==> src/rtl/cdb_arbiter.sv <==
// Common data bus arbiter: per-requester one-entry buffers, round-robin grant, registered broadcast.
// Optional macro CDB_BYPASS_EN lets a result skip its buffer when all buffers are empty.
module cdb_arbiter #(
  parameter int unsigned NUM_REQ    = 3,
  parameter int unsigned ROB_WIDTH  = 4,
  parameter int unsigned DATA_WIDTH = 32,
  localparam int unsigned SRC_W     = (NUM_REQ > 1) ? $clog2(NUM_REQ) : 1
) (
  input  logic                          clk_in,
  input  logic                          rst_in,
  input  logic                          rdy_in,
  input  logic                          clear_in,
  input  logic [NUM_REQ-1:0]            req_valid_in,
  input  logic [NUM_REQ*ROB_WIDTH-1:0]  req_tag_in,
  input  logic [NUM_REQ*DATA_WIDTH-1:0] req_value_in,
  output logic [NUM_REQ-1:0]            req_ready_out,
  output logic                          cdb_en_out,
  output logic [ROB_WIDTH-1:0]          cdb_tag_out,
  output logic [DATA_WIDTH-1:0]         cdb_value_out,
  output logic [SRC_W-1:0]              cdb_src_out
);

  function automatic logic [SRC_W-1:0] wrap_inc(input logic [SRC_W-1:0] idx);
    int unsigned n;
    n = 32'(idx) + 32'd1;
    if (n >= NUM_REQ) n = 0;
    return SRC_W'(n);
  endfunction

  // Returns {found, index} of the first set bit at or above start, wrapping around.
  function automatic logic [SRC_W:0] rr_pick(input logic [NUM_REQ-1:0] vec,
                                             input logic [SRC_W-1:0]   start);
    logic             found;
    logic [SRC_W-1:0] sel;
    logic [SRC_W-1:0] ni;
    int unsigned      n;
    found = 1'b0;
    sel   = '0;
    for (int unsigned k = 0; k < NUM_REQ; k++) begin
      n = 32'(start) + k;
      if (n >= NUM_REQ) n = n - NUM_REQ;
      ni = SRC_W'(n);
      if (!found && vec[ni]) begin
        found = 1'b1;
        sel   = ni;
      end
    end
    return {found, sel};
  endfunction

  logic [ROB_WIDTH-1:0]  req_tag   [NUM_REQ];
  logic [DATA_WIDTH-1:0] req_value [NUM_REQ];
  logic [NUM_REQ-1:0]    buf_valid;
  logic [ROB_WIDTH-1:0]  buf_tag   [NUM_REQ];
  logic [DATA_WIDTH-1:0] buf_value [NUM_REQ];
  logic [SRC_W-1:0]      rr_ptr;

  logic                  arb_en;
  logic [SRC_W:0]        grant_pick;
  logic                  grant_any;
  logic [SRC_W-1:0]      grant_idx;
  logic [NUM_REQ-1:0]    grant;
  logic [NUM_REQ-1:0]    keep;
  logic                  byp_any;
  logic [SRC_W-1:0]      byp_idx;

  for (genvar g = 0; g < NUM_REQ; g++) begin : g_unpack
    assign req_tag[g]   = req_tag_in[g*ROB_WIDTH +: ROB_WIDTH];
    assign req_value[g] = req_value_in[g*DATA_WIDTH +: DATA_WIDTH];
  end

  // Freeze and flush both suppress every grant and every accept.
  assign arb_en     = rdy_in && !clear_in;
  assign grant_pick = rr_pick(buf_valid, rr_ptr);
  assign grant_any  = arb_en && grant_pick[SRC_W];
  assign grant_idx  = grant_pick[SRC_W-1:0];

  always_comb begin
    grant         = '0;
    req_ready_out = '0;
    keep          = '0;
    for (int unsigned i = 0; i < NUM_REQ; i++) begin
      grant[i]         = grant_any && (grant_idx == SRC_W'(i));
      req_ready_out[i] = arb_en && (!buf_valid[i] || grant[i]);
      // Tag 0 is accepted but dropped.
      keep[i]          = req_valid_in[i] && req_ready_out[i] && (req_tag[i] != '0);
    end
  end

`ifdef CDB_BYPASS_EN
  logic [SRC_W:0] byp_pick;
  assign byp_pick = rr_pick(keep, rr_ptr);
  assign byp_any  = !(|buf_valid) && byp_pick[SRC_W];
  assign byp_idx  = byp_pick[SRC_W-1:0];
`else
  assign byp_any  = 1'b0;
  assign byp_idx  = '0;
`endif

  always_ff @(posedge clk_in or negedge rst_in) begin
    if (!rst_in) begin
      buf_valid <= '0;
      rr_ptr    <= '0;
      for (int unsigned i = 0; i < NUM_REQ; i++) begin
        buf_tag[i]   <= '0;
        buf_value[i] <= '0;
      end
    end else if (rdy_in) begin
      if (grant_any)    rr_ptr <= wrap_inc(grant_idx);
      else if (byp_any) rr_ptr <= wrap_inc(byp_idx);
      for (int unsigned i = 0; i < NUM_REQ; i++) begin
        if (clear_in) begin
          buf_valid[i] <= 1'b0;
        end else if (keep[i] && !(byp_any && (byp_idx == SRC_W'(i)))) begin
          buf_valid[i] <= 1'b1;
          buf_tag[i]   <= req_tag[i];
          buf_value[i] <= req_value[i];
        end else if (grant[i]) begin
          buf_valid[i] <= 1'b0;
        end
      end
    end
  end

  always_ff @(posedge clk_in or negedge rst_in) begin
    if (!rst_in) begin
      cdb_en_out    <= 1'b0;
      cdb_tag_out   <= '0;
      cdb_value_out <= '0;
      cdb_src_out   <= '0;
    end else if (rdy_in) begin
      if (grant_any) begin
        cdb_en_out    <= 1'b1;
        cdb_tag_out   <= buf_tag[grant_idx];
        cdb_value_out <= buf_value[grant_idx];
        cdb_src_out   <= grant_idx;
      end else if (byp_any) begin
        cdb_en_out    <= 1'b1;
        cdb_tag_out   <= req_tag[byp_idx];
        cdb_value_out <= req_value[byp_idx];
        cdb_src_out   <= byp_idx;
      end else begin
        cdb_en_out    <= 1'b0;
      end
    end
  end

endmodule

==> config.mk <==
export PLATFORM = sky130hd
export DESIGN_NAME = cdb_arbiter
export DESIGN_NICKNAME = d
export VERILOG_FILES = /design/src/rtl/cdb_arbiter.sv
export SDC_FILE = /design/constraint.sdc
export NUM_CORES = 1
export LEC_CHECK = 0
export ABC_AREA = 1
export CAP_MARGIN = 30
export CORE_MARGIN = 2
export CORE_UTILIZATION = 45
export CTS_CLUSTER_DIAMETER = 120
export DETAILED_ROUTE_END_ITERATION = 7
export PLACE_DENSITY = 0.75
export SLEW_MARGIN = 20
export SYNTH_ARGS = -nofsm -noshare
export SYNTH_HDL_FRONTEND = slang
export SYNTH_SLANG_ARGS = --single-unit
==> constraint.sdc <==
create_clock -name clk_in -period 2.5 [get_ports clk_in]
set_input_delay 0.5 -clock clk_in [delete_from_list [all_inputs] [get_ports clk_in]]
set_output_delay 0.5 -clock clk_in [all_outputs]
set_load 0.03 [all_outputs]
==> results of run 1 <==
[kinds of logic (layout without fill, tap and decap cells)]
group                    after synthesis  after routing  share of synthesized area
AO/OA/AOI/OAI                         52             52                     0.0461
adder cells (fa/ha/maj)                4              4                    0.00665
buffers and inverters                157            327                     0.0961
flip-flops                           152            152                      0.506
AND/OR/NAND/NOR                      565            565                      0.345
[cell usage in the layout (no fill, tap or decap), types with 4 or more instances in the layout]
master	count
nand2_2	6
nand3_1	115
nand4_1	73
clkdlybuf4s50_1	152
dfrtp_1	150
inv_1	79
a31oi_1	36
buf_6	14
clkinv_2	5
nand2_4	8
nand2_1	308
inv_2	6
clkbuf_16	19
inv_4	4
buf_4	34
nor2_1	40
bufinv_16	5
nand3_4	5
o21ai_0	4
[cell type report]
cell class	count	area, sq um	area share
Sequential cell	152	3810	0.372
Multi-Input combinational cell	621	3130	0.305
Timing Repair Buffer	205	2040	0.200
Clock buffer	17	425	0.0416
Inverter	91	352	0.0343
Tap cell	220	275	0.0269
Clock inverter	14	206	0.0202
[power by group]
| part | switching [uW] | leakage (uW) | total (uW) | internal, uW |
|---|---|---|---|---|
| Combinational | 4850 | 0.00279 | 7760 | 2910 |
| Sequential | 679 | 0.00186 | 4280 | 3600 |
| Clock | 1010 | 0.000304 | 2760 | 1750 |
[metal layers]
metal  vias to the layer above  track usage
met2                       236        0.412
met1                      3194        0.327
met3                        51       0.0476
met4                         2        0.108
met5                         -            0
li1                       3367            -
[what timing repair did]
item	in CTS	in global routing
gates cloned	0	2
setup buffers	10	5
endpoints found under the setup margin	3	88
endpoints found under the hold margin	0	0
pin swaps	8	11
gates resized for setup	21	21
[critical path, stage by stage (launching register included)]
cell     delay, ns
dfrtp_2       0.45
ha_4          0.31
inv_4         0.04
nand2_2       0.05
nand2_2       0.06
a21oi_4       0.19
buf_6         0.13
nand3_4       0.11
nand2_4       0.08
nand2_2       0.06
nand3_2       0.08
nand2_2       0.05
inv_2         0.08
nor2_4        0.04
buf_6         0.14
[through the flow]
stage / TNS [ns] / worst slack (ns)
floorplan: -0.0230 / -0.0230
global placement: 0 / 0.0335
detailed placement: -0.0386 / -0.0386
CTS: -0.917 / -0.309
global route: -2.32 / -0.403
finish: -0.890 / -0.314
[state kept, by name, indices dropped and copies added, names as in the netlist]
signal,flops
buf_value,96
buf_tag,12
cdb_tag_out,4
cdb_value_out,32
rr_ptr,2
cdb_en_out,1
cdb_src_out,2
buf_valid,3
[how the worst max path moves through the flow]
stage                       end  slack, ns  cells after the start
6_report       req_ready_out[2]      -0.31                     14
5_1_grt        req_ready_out[2]      -0.40                     13
4_1_cts        req_ready_out[0]      -0.31                     11
3_5_place_dp   req_ready_out[2]      -0.04                     16
3_3_place_gp   req_ready_out[2]       0.03                     16
2_1_floorplan  req_ready_out[2]      -0.02                     13
==> summary.md, run 1 <==
| Metric | Value |
|---|---|
| Run status | `complete, but fails checks` |
| Violations in the final reports | `negative hold slack, negative setup slack` |
| Final Instance Count excl. Fillers | `1320` |
| Clock slew seen by the registers of the worst setup and hold paths | `0.06 ns` |
| Part of the cycle the worst path needs | `1.13` |
| First-pass GRT wire length | `34800 um` |
| Register-to-register path setup slack | `0.08 ns` |
| Final count of hold timing violations | `4` |
| DP HPWL | `14100 um` |
| Routed wl met2 | `10400 um` |
| Commonest cells in the netlist | `nand2_1, dfrtp_1, nand3_1, inv_1, nand4_1` |
| Overall power of the completed layout | `14800 uW` |
| Routed via count divided by cell count | `5.19` |
| Chip Height | `133 um` |
| Synthesized area per cell | `8.09 sq um` |
| I/O pin count | `157` |
| Routed met1 length | `9590 um` |
| Data arrival time of the worst path | `2.31 ns` |
| DRC violation count after routing | `0` |
| Number of violations of the max-capacitance limit | `0` |
| Startpoint class of the critical path | `flip-flop` |
| Most repeated cell in the gate-level netlist after synthesis | `nand2_1` |
| Crit Path Max Fanout | `4` |
| Startpoint of the worst setup timing path | `rr_ptr[1]$_DFFE_PN0P_` |
| Number of unique standard cell types used by synthesis | `30` |
| TritonCTS clock tree | `done` |
| Number of standard-cell rows in the floorplan | `47` |
| Required time of the critical path | `2.00 ns` |
| Detailed router's first-iteration violation count | `475` |
| Antenna cells | `0` |
| Post-synthesis cell area | `7520 sq um` |
| Destination of the worst register-to-register timing path | `buf_value[3]$_DFFE_PN0P_` |
| Vias in the first global route | `6712` |
| Timing-limited maximum frequency | `355 MHz` |
| Uppermost routed layer | `met5` |
| Post-synthesis instance total | `930` |
| Signed area change from the synthesized netlist to the final layout | `36.1%` |
| End-of-flow core utilization | `0.622` |
| Total of warnings raised by yosys | `0` |
| Number of enable-type register cells in the synthesized netlist | `0` |
| Last weighted congestion value of the routability-driven placer | `0.807` |
| Die Area | `17800 sq um` |
| Skew-Pair Late Insertion Delay | `0.44 ns` |
| Post-Route Skew | `0.0182 ns` |
| Leading register cell type out of synthesis | `dfrtp_1` |
| Die Width | `133 um` |
| Cell type with the highest aggregate area in the netlist | `dfrtp_1` |
| Root buffer selected by CTS | `clkbuf_16` |
| Area post-placement | `9290 sq um` |
| Hold Buf Count CTS | `0` |
| Final worst slack | `-0.314 ns` |
| Number of buffers inserted during clock tree synthesis | `17` |
| Cell depth of the worst flop-to-flop path | `15` |
| Wire per inst | `16.5 um` |
| Synth async-reset ratio | `1.00` |
| Routed vias | `6850` |
| Core Region | `16500 sq um` |
| Pin count of the biggest net entering global routing | `68` |
| Static leakage | `0.00495 uW` |
| Setup repair after global routing missed its margin | `yes` |
| Overall Global Routing Usage | `0.251` |
| Antenna violation net count after detailed routing | `0` |
| Sequential-to-total area share from yosys stat | `0.506` |
| Type of destination of the critical path | `output port` |
| Share of the synthesized area in the top cell type | `0.506` |
| Number of antenna violations at the first check in global routing | `1` |
| Flops & latches, synth | `152` |
| Detailed Route WL | `21700 um` |
| H-tree depth | `4` |
| Synthesized netlist net count | `1049` |
| Number of nets in the finished design | `1207` |
| Finished layout cell area | `10200 sq um` |
| Total grt overflow | `0` |
| Clock Path Buffers | `2` |
| Worst-Margin Slew | `0.514 ns` |
| Quantity of I/O buffers inserted on ports | `156` |
| Initial core utilization | `0.457` |
| Drt pass-1 iters | `5` |
| Min-Delay Path Class | `primary input to asynchronous set/reset pin` |
| Final critical-path required period | `2.81 ns` |
| Number of setup violations in the final report | `3` |
| Met3 layer wire length in the routed design | `1140 um` |
| Hold slack | `-0.00809 ns` |
| Filler Cells Inserted | `1410` |
| Number of placed cells counting well taps | `1274` |
| Top cells by area in the synthesized netlist | `dfrtp_1, nand2_1, nand3_1` |
| Reg2Reg Launch Point | `rr_ptr[1]$_DFFE_PN0P_` |
| Share of post-route cells with drive strength above 1 | `0.121` |
| Clock sink total | `152` |
| Final Slew Violations | `0` |
| IR drop worst, VDD | `0.00151 V` |
| Rel. slew slack | `0.658` |
| PwrDens | `1450 nW/um^2` |
| Critical path class | `flip-flop to output port` |
(Power assumes the default switching activity.)
==> run 2: changes to the inputs <==
--- a/config.mk
+++ b/config.mk
@@ -7,7 +7,7 @@
 export LEC_CHECK = 0
 export ABC_AREA = 1
 export CAP_MARGIN = 30
-export CORE_MARGIN = 2
+export CORE_MARGIN = 10
 export CORE_UTILIZATION = 45
 export CTS_CLUSTER_DIAMETER = 120
 export DETAILED_ROUTE_END_ITERATION = 7
==> run 2 against run 1 <==
  * The run still ends with negative hold slack, negative setup slack left
  * Critical path depth decreased by 2
  * Clock power is 12% lower
  * Worst setup slack worse by 0.017 ns
  * Register-to-register slack worse by 0.17 ns
  * Core utilization rose by 0.73 points
  * Sequential share of layout area fell by 0.44 points
  * Final area up 1.2%
  * Worst hold slack gained 0.0072 ns
  * Sequential cell count unchanged
  * Cell count increased by 0.53%
  * First-iteration DRC count rose by 10%
  * Critical endpoint is now req_ready_out[0]
==> summary.md, run 2 (synthesis results as in run 1) <==
| Metric | Value |
|---|---|
| Run status | `complete, but fails checks` |
| Violations in the final reports | `negative hold slack, negative setup slack` |
| Worst-Margin Slew | `0.510 ns` |
| Rel. slew slack | `0.660` |
| Number of standard-cell rows in the floorplan | `47` |
| Post-placement worst setup slack | `-0.0389 ns` |
| Quantity of I/O buffers inserted on ports | `156` |
| Overall power of the completed layout | `14800 uW` |
| Number of buffers inserted during clock tree synthesis | `17` |
| Signed area change from the synthesized netlist to the final layout | `37.7%` |
| Largest register FFs | `96` |
| Final Slew Violations | `0` |
| Clock Path Buffers | `2` |
| Vias in the first global route | `7107` |
| Setup repair after global routing missed its margin | `yes` |
| Top reg by flops | `buf_value` |
| Antenna cells | `0` |
| Final Instance Count excl. Fillers | `1327` |
| DP HPWL | `15400 um` |
| Number of setup violations in the final report | `35` |
| I/O pin count | `157` |
| Number of antenna violations at the first check in global routing | `1` |
| Routed via count divided by cell count | `5.31` |
| Static leakage | `0.00500 uW` |
| Startpoint class of the critical path | `flip-flop` |
| First-pass GRT wire length | `37500 um` |
| Number of violations of the max-capacitance limit | `0` |
| Most frequent standard cell in the layout excluding fill and tap cells | `nand2_1` |
| Routed vias | `7041` |
| Required time of the critical path | `2.00 ns` |
| Overall Global Routing Usage | `0.211` |
| Initial core utilization | `0.457` |
| Final count of hold timing violations | `1` |
| Number of placed cells counting well taps | `1277` |
| TritonCTS clock tree | `done` |
| Share of post-route cells with drive strength above 1 | `0.141` |
| PwrDens | `1430 nW/um^2` |
| Crit Path Max Fanout | `6` |
| Clock sink total | `152` |
| Detailed Route WL | `23800 um` |
| IR drop worst, VDD | `0.00135 V` |
| Type of destination of the critical path | `output port` |
| Highest-count cells in the layout ignoring fill and taps | `nand2_1, clkdlybuf4s50_1, dfrtp_1, nand3_1, inv_1` |
| Total negative setup slack | `-3.11 ns` |
| Last weighted congestion value of the routability-driven placer | `0.848` |
| Critical path class | `flip-flop to output port` |
| Die Area | `22300 sq um` |
| Timing-limited maximum frequency | `353 MHz` |
| Antenna violation net count after detailed routing | `0` |
| Root buffer selected by CTS | `clkbuf_16` |
| Post-Route Skew | `0.00728 ns` |
| Pin count of the biggest net entering global routing | `51` |
| Skew-Pair Late Insertion Delay | `0.42 ns` |
| Hold Buf Count CTS | `0` |
| Part of the cycle the worst path needs | `1.13` |
| Core Region | `16500 sq um` |
| Top flop regs | `buf_value (96), cdb_value_out (32), buf_tag (12)` |
| Wire per inst | `17.9 um` |
| Final critical-path required period | `2.83 ns` |
| Clock slew seen by the registers of the worst setup and hold paths | `0.06 ns` |
| Chip Height | `149 um` |
| Final worst slack | `-0.331 ns` |
| DRC violation count after routing | `0` |
| Drt pass-1 iters | `5` |
| Data arrival time of the worst path | `2.33 ns` |
| H-tree depth | `4` |
| Die Width | `149 um` |
| Detailed router's first-iteration violation count | `524` |
| Number of nets in the finished design | `1215` |
| Total grt overflow | `0` |
| Hold slack | `-0.000891 ns` |
| Min-Delay Path Class | `primary input to asynchronous set/reset pin` |
run 2: routing by layer:
metal,share of wire,global-route usage
met5,0.00076,0
met4,0.020,0.0731
met3,0.072,0.0573
met2,0.50,0.351
met1,0.41,0.258
run 2: final cells by class:
cell class / count / area [sq um]
fill: 1395 / 6110
sequential: 152 / 3800
multi-input combinational: 622 / 3180
timing repair buffer: 212 / 2190
clock buffer: 22 / 474
inverter: 91 / 352
tap: 220 / 275
clock inverter: 8 / 73.8
run 2: timing repair:
item,4_1_cts,5_1_grt
gates resized for setup,18,40
gates cloned,0,4
hold endpoints to repair,0,0
pin swaps,11,15
buffers inserted,6,11
setup endpoints to repair,5,151
run 2: worst paths after layout:
check | startpoint | to | slack (ns) | depth (start not counted)
min reg2reg | buf_tag[11]$_DFFE_PN0P_ | buf_tag[11]$_DFFE_PN0P_ | 0.47 | 2
min in group clk_in | buf_tag[11]$_DFFE_PN0P_ | buf_tag[11]$_DFFE_PN0P_ | 0.47 | 2
max in group asynchronous | rst_in | buf_value[80]$_DFFE_PN0P_ | 1.75 | 2
min | rst_in | buf_value[88]$_DFFE_PN0P_ | -0.0009 | 1
max | rr_ptr[1]$_DFFE_PN0P_ | req_ready_out[0] | -0.33 | 12
max reg2reg | rr_ptr[1]$_DFFE_PN0P_ | buf_value[3]$_DFFE_PN0P_ | -0.09 | 17
run 2: stage by stage:
| stage | hold slack [ns] | cell area [sq um] | util |
|---|---|---|---|
| floorplan | 0.204 | 7530 | - |
| global placement | 0.454 | 9380 | 0.570 |
| detailed placement | 0.458 | 9380 | 0.570 |
| CTS | 0.00598 | 10100 | 0.611 |
| global route | 0.0202 | 10400 | 0.629 |
| finish | -0.000891 | 10400 | 0.629 |
run 2: critical path, cell delays in order (launching register included):
cell     delay, ns
dfrtp_2       0.45
ha_4          0.34
inv_4         0.04
nand2_2       0.06
nand2_2       0.08
a21oi_4       0.15
buf_12        0.14
buf_6         0.09
nand4_2       0.09
nand2_4       0.10
nand3_4       0.07
a21oi_2       0.14
buf_6         0.15
run 2: power by group:
part           internal [uW]  total (uW)  switching, uW
logic                   3070        8130           5060
clock network           1430        2420            988
registers               3600        4290            691
==> run 3: changes to the inputs <==
--- a/config.mk
+++ b/config.mk
@@ -8,10 +8,12 @@
 export ABC_AREA = 1
 export CAP_MARGIN = 30
 export CORE_MARGIN = 10
-export CORE_UTILIZATION = 45
+export CORE_UTILIZATION = 47
 export CTS_CLUSTER_DIAMETER = 120
 export DETAILED_ROUTE_END_ITERATION = 7
-export PLACE_DENSITY = 0.75
+export GPL_ROUTABILITY_DRIVEN = 0
+export PLACE_DENSITY = 0.77
+export SKIP_LAST_GASP = 1
 export SLEW_MARGIN = 20
 export SYNTH_ARGS = -nofsm -noshare
 export SYNTH_HDL_FRONTEND = slang
==> run 3 against run 2 <==
  * The flow finishes with violations (negative setup slack)
  * Power shrank 1.6%
  * Critical path depth shrank 1
  * Sequential cell count is the same
  * Critical path type unchanged
  * Largest power group unchanged
==> summary.md, run 3 (synthesis results as in run 1) <==
| Metric | Value |
|---|---|
| Skew-Pair Late Insertion Delay | `0.43 ns` |
| End-of-flow core utilization | `0.642` |
| Final critical-path required period | `2.82 ns` |
| DRC violation count after routing | `0` |
| Most frequent standard cell in the layout excluding fill and tap cells | `nand2_1` |
| Required time of the critical path | `2.00 ns` |
| Wire per inst | `17.5 um` |
| PwrDens | `1440 nW/um^2` |
| Antenna violation net count after detailed routing | `0` |
| First-pass GRT wire length | `37400 um` |
| Detailed router's first-iteration violation count | `628` |
| Final Slew Violations | `0` |
| Top reg by flops | `buf_value` |
| Overall power of the completed layout | `14600 uW` |
| Vias in the first global route | `6989` |
| Worst-Margin Slew | `0.594 ns` |
| IR drop worst, VDD | `0.000925 V` |
| TritonCTS clock tree | `done` |
| Register-to-register path setup slack | `0.02 ns` |
| I/O pin count | `157` |
| Run status | `complete, but fails checks` |
| H-tree depth | `4` |
| Routed vias | `6935` |
| Number of standard-cell rows in the floorplan | `46` |
| Static leakage | `0.00491 uW` |
| Clock Path Buffers | `2` |
| Hold Buf Count CTS | `0` |
| Critical path class | `flip-flop to output port` |
| Die Area | `21500 sq um` |
| Data arrival time of the worst path | `2.32 ns` |
| Setup repair after global routing missed its margin | `yes` |
| Number of buffers inserted during clock tree synthesis | `17` |
| Clock sink total | `152` |
| Crit Path Max Fanout | `5` |
| Signed area change from the synthesized netlist to the final layout | `34.7%` |
| Quantity of I/O buffers inserted on ports | `156` |
| Overall Global Routing Usage | `0.215` |
| Root buffer selected by CTS | `clkbuf_16` |
| Top flop regs | `buf_value (96), cdb_value_out (32), buf_tag (12)` |
| Timing-limited maximum frequency | `355 MHz` |
| Share of post-route cells with drive strength above 1 | `0.115` |
| Antenna cells | `0` |
| Violations in the final reports | `negative setup slack` |
| Type of destination of the critical path | `output port` |
| Min-Delay Path Class | `primary input to asynchronous set/reset pin` |
| Cell depth of the worst flop-to-flop path | `13` |
| Initial core utilization | `0.477` |
| Chip Height | `147 um` |
| Number of violations of the max-capacitance limit | `0` |
| Part of the cycle the worst path needs | `1.13` |
| Die Width | `147 um` |
| Clock slew seen by the registers of the worst setup and hold paths | `0.06 ns` |
| Rel. slew slack | `0.604` |
| Drt pass-1 iters | `5` |
| Pin count of the biggest net entering global routing | `65` |
| Number of antenna violations at the first check in global routing | `1` |
| Highest-count cells in the layout ignoring fill and taps | `nand2_1, clkdlybuf4s50_1, dfrtp_1, nand3_1, inv_1` |
| Routed via count divided by cell count | `5.29` |
| DP HPWL | `15400 um` |
| Final count of hold timing violations | `0` |
| Post-Route Skew | `0.0122 ns` |
| Detailed Route WL | `22900 um` |
| Core Region | `15800 sq um` |
| Final worst slack | `-0.318 ns` |
| Number of setup violations in the final report | `3` |
| Number of nets in the finished design | `1202` |
| Total grt overflow | `0` |
| Startpoint class of the critical path | `flip-flop` |
| Largest register FFs | `96` |
[run 3: cell count changes in the layout (fill, tap and decap cells not counted), moves of 3 or more]
| cell | change |
|---|---|
| nand2_1 | +17 |
| nand2_2 | -17 |
| buf_6 | -6 |
| buf_4 | -3 |
| clkbuf_16 | -3 |
| clkinv_2 | +3 |
[run 3: what timing repair did]
action                     in CTS  in global routing
gates cloned                    0                  0
pin swaps                       5                  4
setup endpoints to repair      25                 76
setup buffers                   7                  5
gates resized for setup        18                 10
[run 3: layout make-up]
cell class	instances	area [sq um]
fillers	1322	5640
flip-flops and latches	152	3810
multi-input cells	621	3110
repair buffers	200	2030
clock buffers	19	443
inverters	91	347
well taps	216	270
clock inverters	13	129
[run 3: through the flow]
step	hold slack (ns)	setup WS, ns	TNS, ns	instance area, sq um	instances
floorplan	0.204	-0.0230	-0.0230	7530	930
detailed placement	0.458	-0.0240	-0.0529	9360	1268
global route	0.0944	-0.433	-2.64	10100	1312
finish	0.0504	-0.318	-0.871	10100	1312
global placement	0.453	0.0600	0	9360	1268
CTS	0.0793	-0.314	-0.871	10100	1307
[run 3: critical path: stages, from the launching register on]
cell	delay (ns)
dfrtp_1	0.39
inv_2	0.10
ha_4	0.17
inv_2	0.08
nand2_1	0.12
nand3_1	0.15
nand2_4	0.16
nand3_2	0.16
nand2_4	0.14
nand3_4	0.10
a21oi_4	0.18
buf_6	0.16
[run 3: report_power, final]
part	switching, uW	internal (uW)	total (uW)
logic	4940	2870	7810
clock network	1030	1490	2510
registers	675	3600	4280
total	6640	7960	14600
[run 3: per-layer routing]
layer	GRT usage	part of all wire	vias up
li1	-	-	3357
met1	0.264	0.42	3243
met2	0.353	0.49	281
met3	0.0553	0.069	52
met4	0.0836	0.026	2
met5	0	0.00057	-
[run 3: worst paths after layout]
path                                      startpoint                       endpoint
setup / recovery               rr_ptr[0]$_DFFE_PN0P_               req_ready_out[1]
hold / removal                                rst_in  cdb_value_out[26]$_DFFE_PN0P_
setup reg to reg               rr_ptr[0]$_DFFE_PN0P_      buf_value[41]$_DFFE_PN0P_
hold reg to reg            buf_value[19]$_DFFE_PN0P_      buf_value[19]$_DFFE_PN0P_
max in group asynchronous                     rst_in       buf_valid[0]$_DFFE_PN0P_
min in group clk_in        buf_value[19]$_DFFE_PN0P_      buf_value[19]$_DFFE_PN0P_
==> edit: new RTL, flow settings as in run 2 <==
Make the reset (`rst_in`) synchronous in 2 clocked blocks.
--- a/src/rtl/cdb_arbiter.sv
+++ b/src/rtl/cdb_arbiter.sv
@@ -99,3 +99,3 @@
 
-  always_ff @(posedge clk_in or negedge rst_in) begin
+  always_ff @(posedge clk_in) begin
     if (!rst_in) begin
@@ -124,3 +124,3 @@
 
-  always_ff @(posedge clk_in or negedge rst_in) begin
+  always_ff @(posedge clk_in) begin
     if (!rst_in) begin
Behaviour: differs if rst_in is asserted again (counterexample within 4 cycles, from zero or initial values and one cycle with rst_in low); with rst_in held inactive, the same outputs for 4 cycles.
==> edit against run 2 <==
- the flow finishes with violations (negative setup slack)
- area after synthesis down 12%
- non-clock buffer count is 20 higher
- routed wire length shrank 13%
- design area up 0.46%
- setup slack better by 0.076 ns
- sequential cell count stayed put
- worst hold slack gained 0.47 ns
- die area fell by 10%
- sequential share of layout area up 2.9 points
Power is not compared: it rests on default switching activity, and its combinational part moved more than twofold at a synthesized area within 25%.
==> edit: results (changes against run 2) <==
Slew HR 0.4973 (-0.1628); setup ws final -0.2550 ns (+0.07637 ns); post-synthesis net count 845 (-19%); met1 WL 7873 um (-19%); internal reg-to-reg setup slack -0.22 ns (-0.13 ns); failing checks negative setup slack; Post-synth EDFFs 108 (+108); CP arrival 2.26 ns (-0.07 ns); WL final 20780 um (-13%); Routed met3 length 1959 um (+14%); Max Used Layer met4; crit-path max cell delay 0.38 ns (-0.07 ns); Hold Slack 0.4718 ns (+0.4727 ns); list of most frequent post-synthesis cells 173 x nor2_1, 116 x inv_1, 108 x edfxtp_1; register area 4129 um^2 (+8.5%); initial antenna violation count 0 (-1); Placement Cell Area 8766 um^2 (-6.5%); DP Worst Slack -0.1626 ns (-0.1237 ns); Fin Setup TNS -23.59 ns (-20.49 ns); Resized cells post-CTS 49 (+31); worst r2r dst buf_value[0][13]$_SDFFCE_PN0P_; gr usage total 0.1932 (-0.01747); DR WL/cell 18.19 um (+1.6%); # setup viols final 166 (+370%); Final HPWL DP 12030 um (-22%); run status complete, but fails checks; CP max stage cell dfxtp_4; met2 wire length 10640 um (-9.9%); number of setup buffers added after CTS 26 (+20); R2R Path Start rr_ptr[0]$_SDFFE_PN0P_; initial drt markers 431 (-18%)
-- edit: cell count changes in the layout (fill, tap and decap cells not counted), sizes merged, moves of 4 or more --
cell / change
o21ai: +34
a21oi: +10
nand2: -210
clkbuf: +4
inv: +36
dfxtp: +44
edfxtp: +108
nand4: -72
dfrtp: -152
buf: +11
nand3: -109
bufinv: +4
nor2: +141
-- edit: how the worst max path moves through the flow --
stage	start	endpoint	slack (ns)	cells after the start
global route	rr_ptr[0]$_SDFFE_PN0P_	req_ready_out[1]	-0.36	13
detailed placement	rr_ptr[0]$_SDFFE_PN0P_	buf_value[1][29]$_SDFFCE_PN0P_	-0.16	16
CTS	rr_ptr[0]$_SDFFE_PN0P_	req_ready_out[1]	-0.23	13
floorplan	rr_ptr[0]$_SDFFE_PN0P_	req_ready_out[1]	0.03	12
finish	rr_ptr[0]$_SDFFE_PN0P_	req_ready_out[1]	-0.26	13
global placement	rr_ptr[0]$_SDFFE_PN0P_	buf_value[2][24]$_SDFFCE_PN0P_	-0.01	16
-- edit: layout make-up --
cell class	count	share of cell area
clock buffer	20	0.04390
clock inverter	12	0.01876
tap	184	0.02213
inverter	126	0.04666
multi-input combinational	416	0.2084
timing repair buffer	232	0.2633
sequential	152	0.3969
-- edit: kinds of logic (layout without fill, tap and decap cells) --
family	Yosys count	count (layout)
AND/OR/NAND/NOR	316	316
adder cells (fa/ha/maj)	4	4
AO/OA/AOI/OAI	96	96
buffers and inverters	158	390
flip-flops	152	152
-- edit: worst min-delay path, cell delays in order (launching register included) --
cell     delay (ns)
dfxtp_1        0.31
nand2_1        0.06
a21oi_1        0.05
-- edit: routing by layer --
metal | vias to the layer above | GRT usage
li1 | 2755 | -
met1 | 2715 | 0.2114
met2 | 284 | 0.3360
met3 | 29 | 0.06542
met4 | 0 | 0.07692
met5 | - | 0
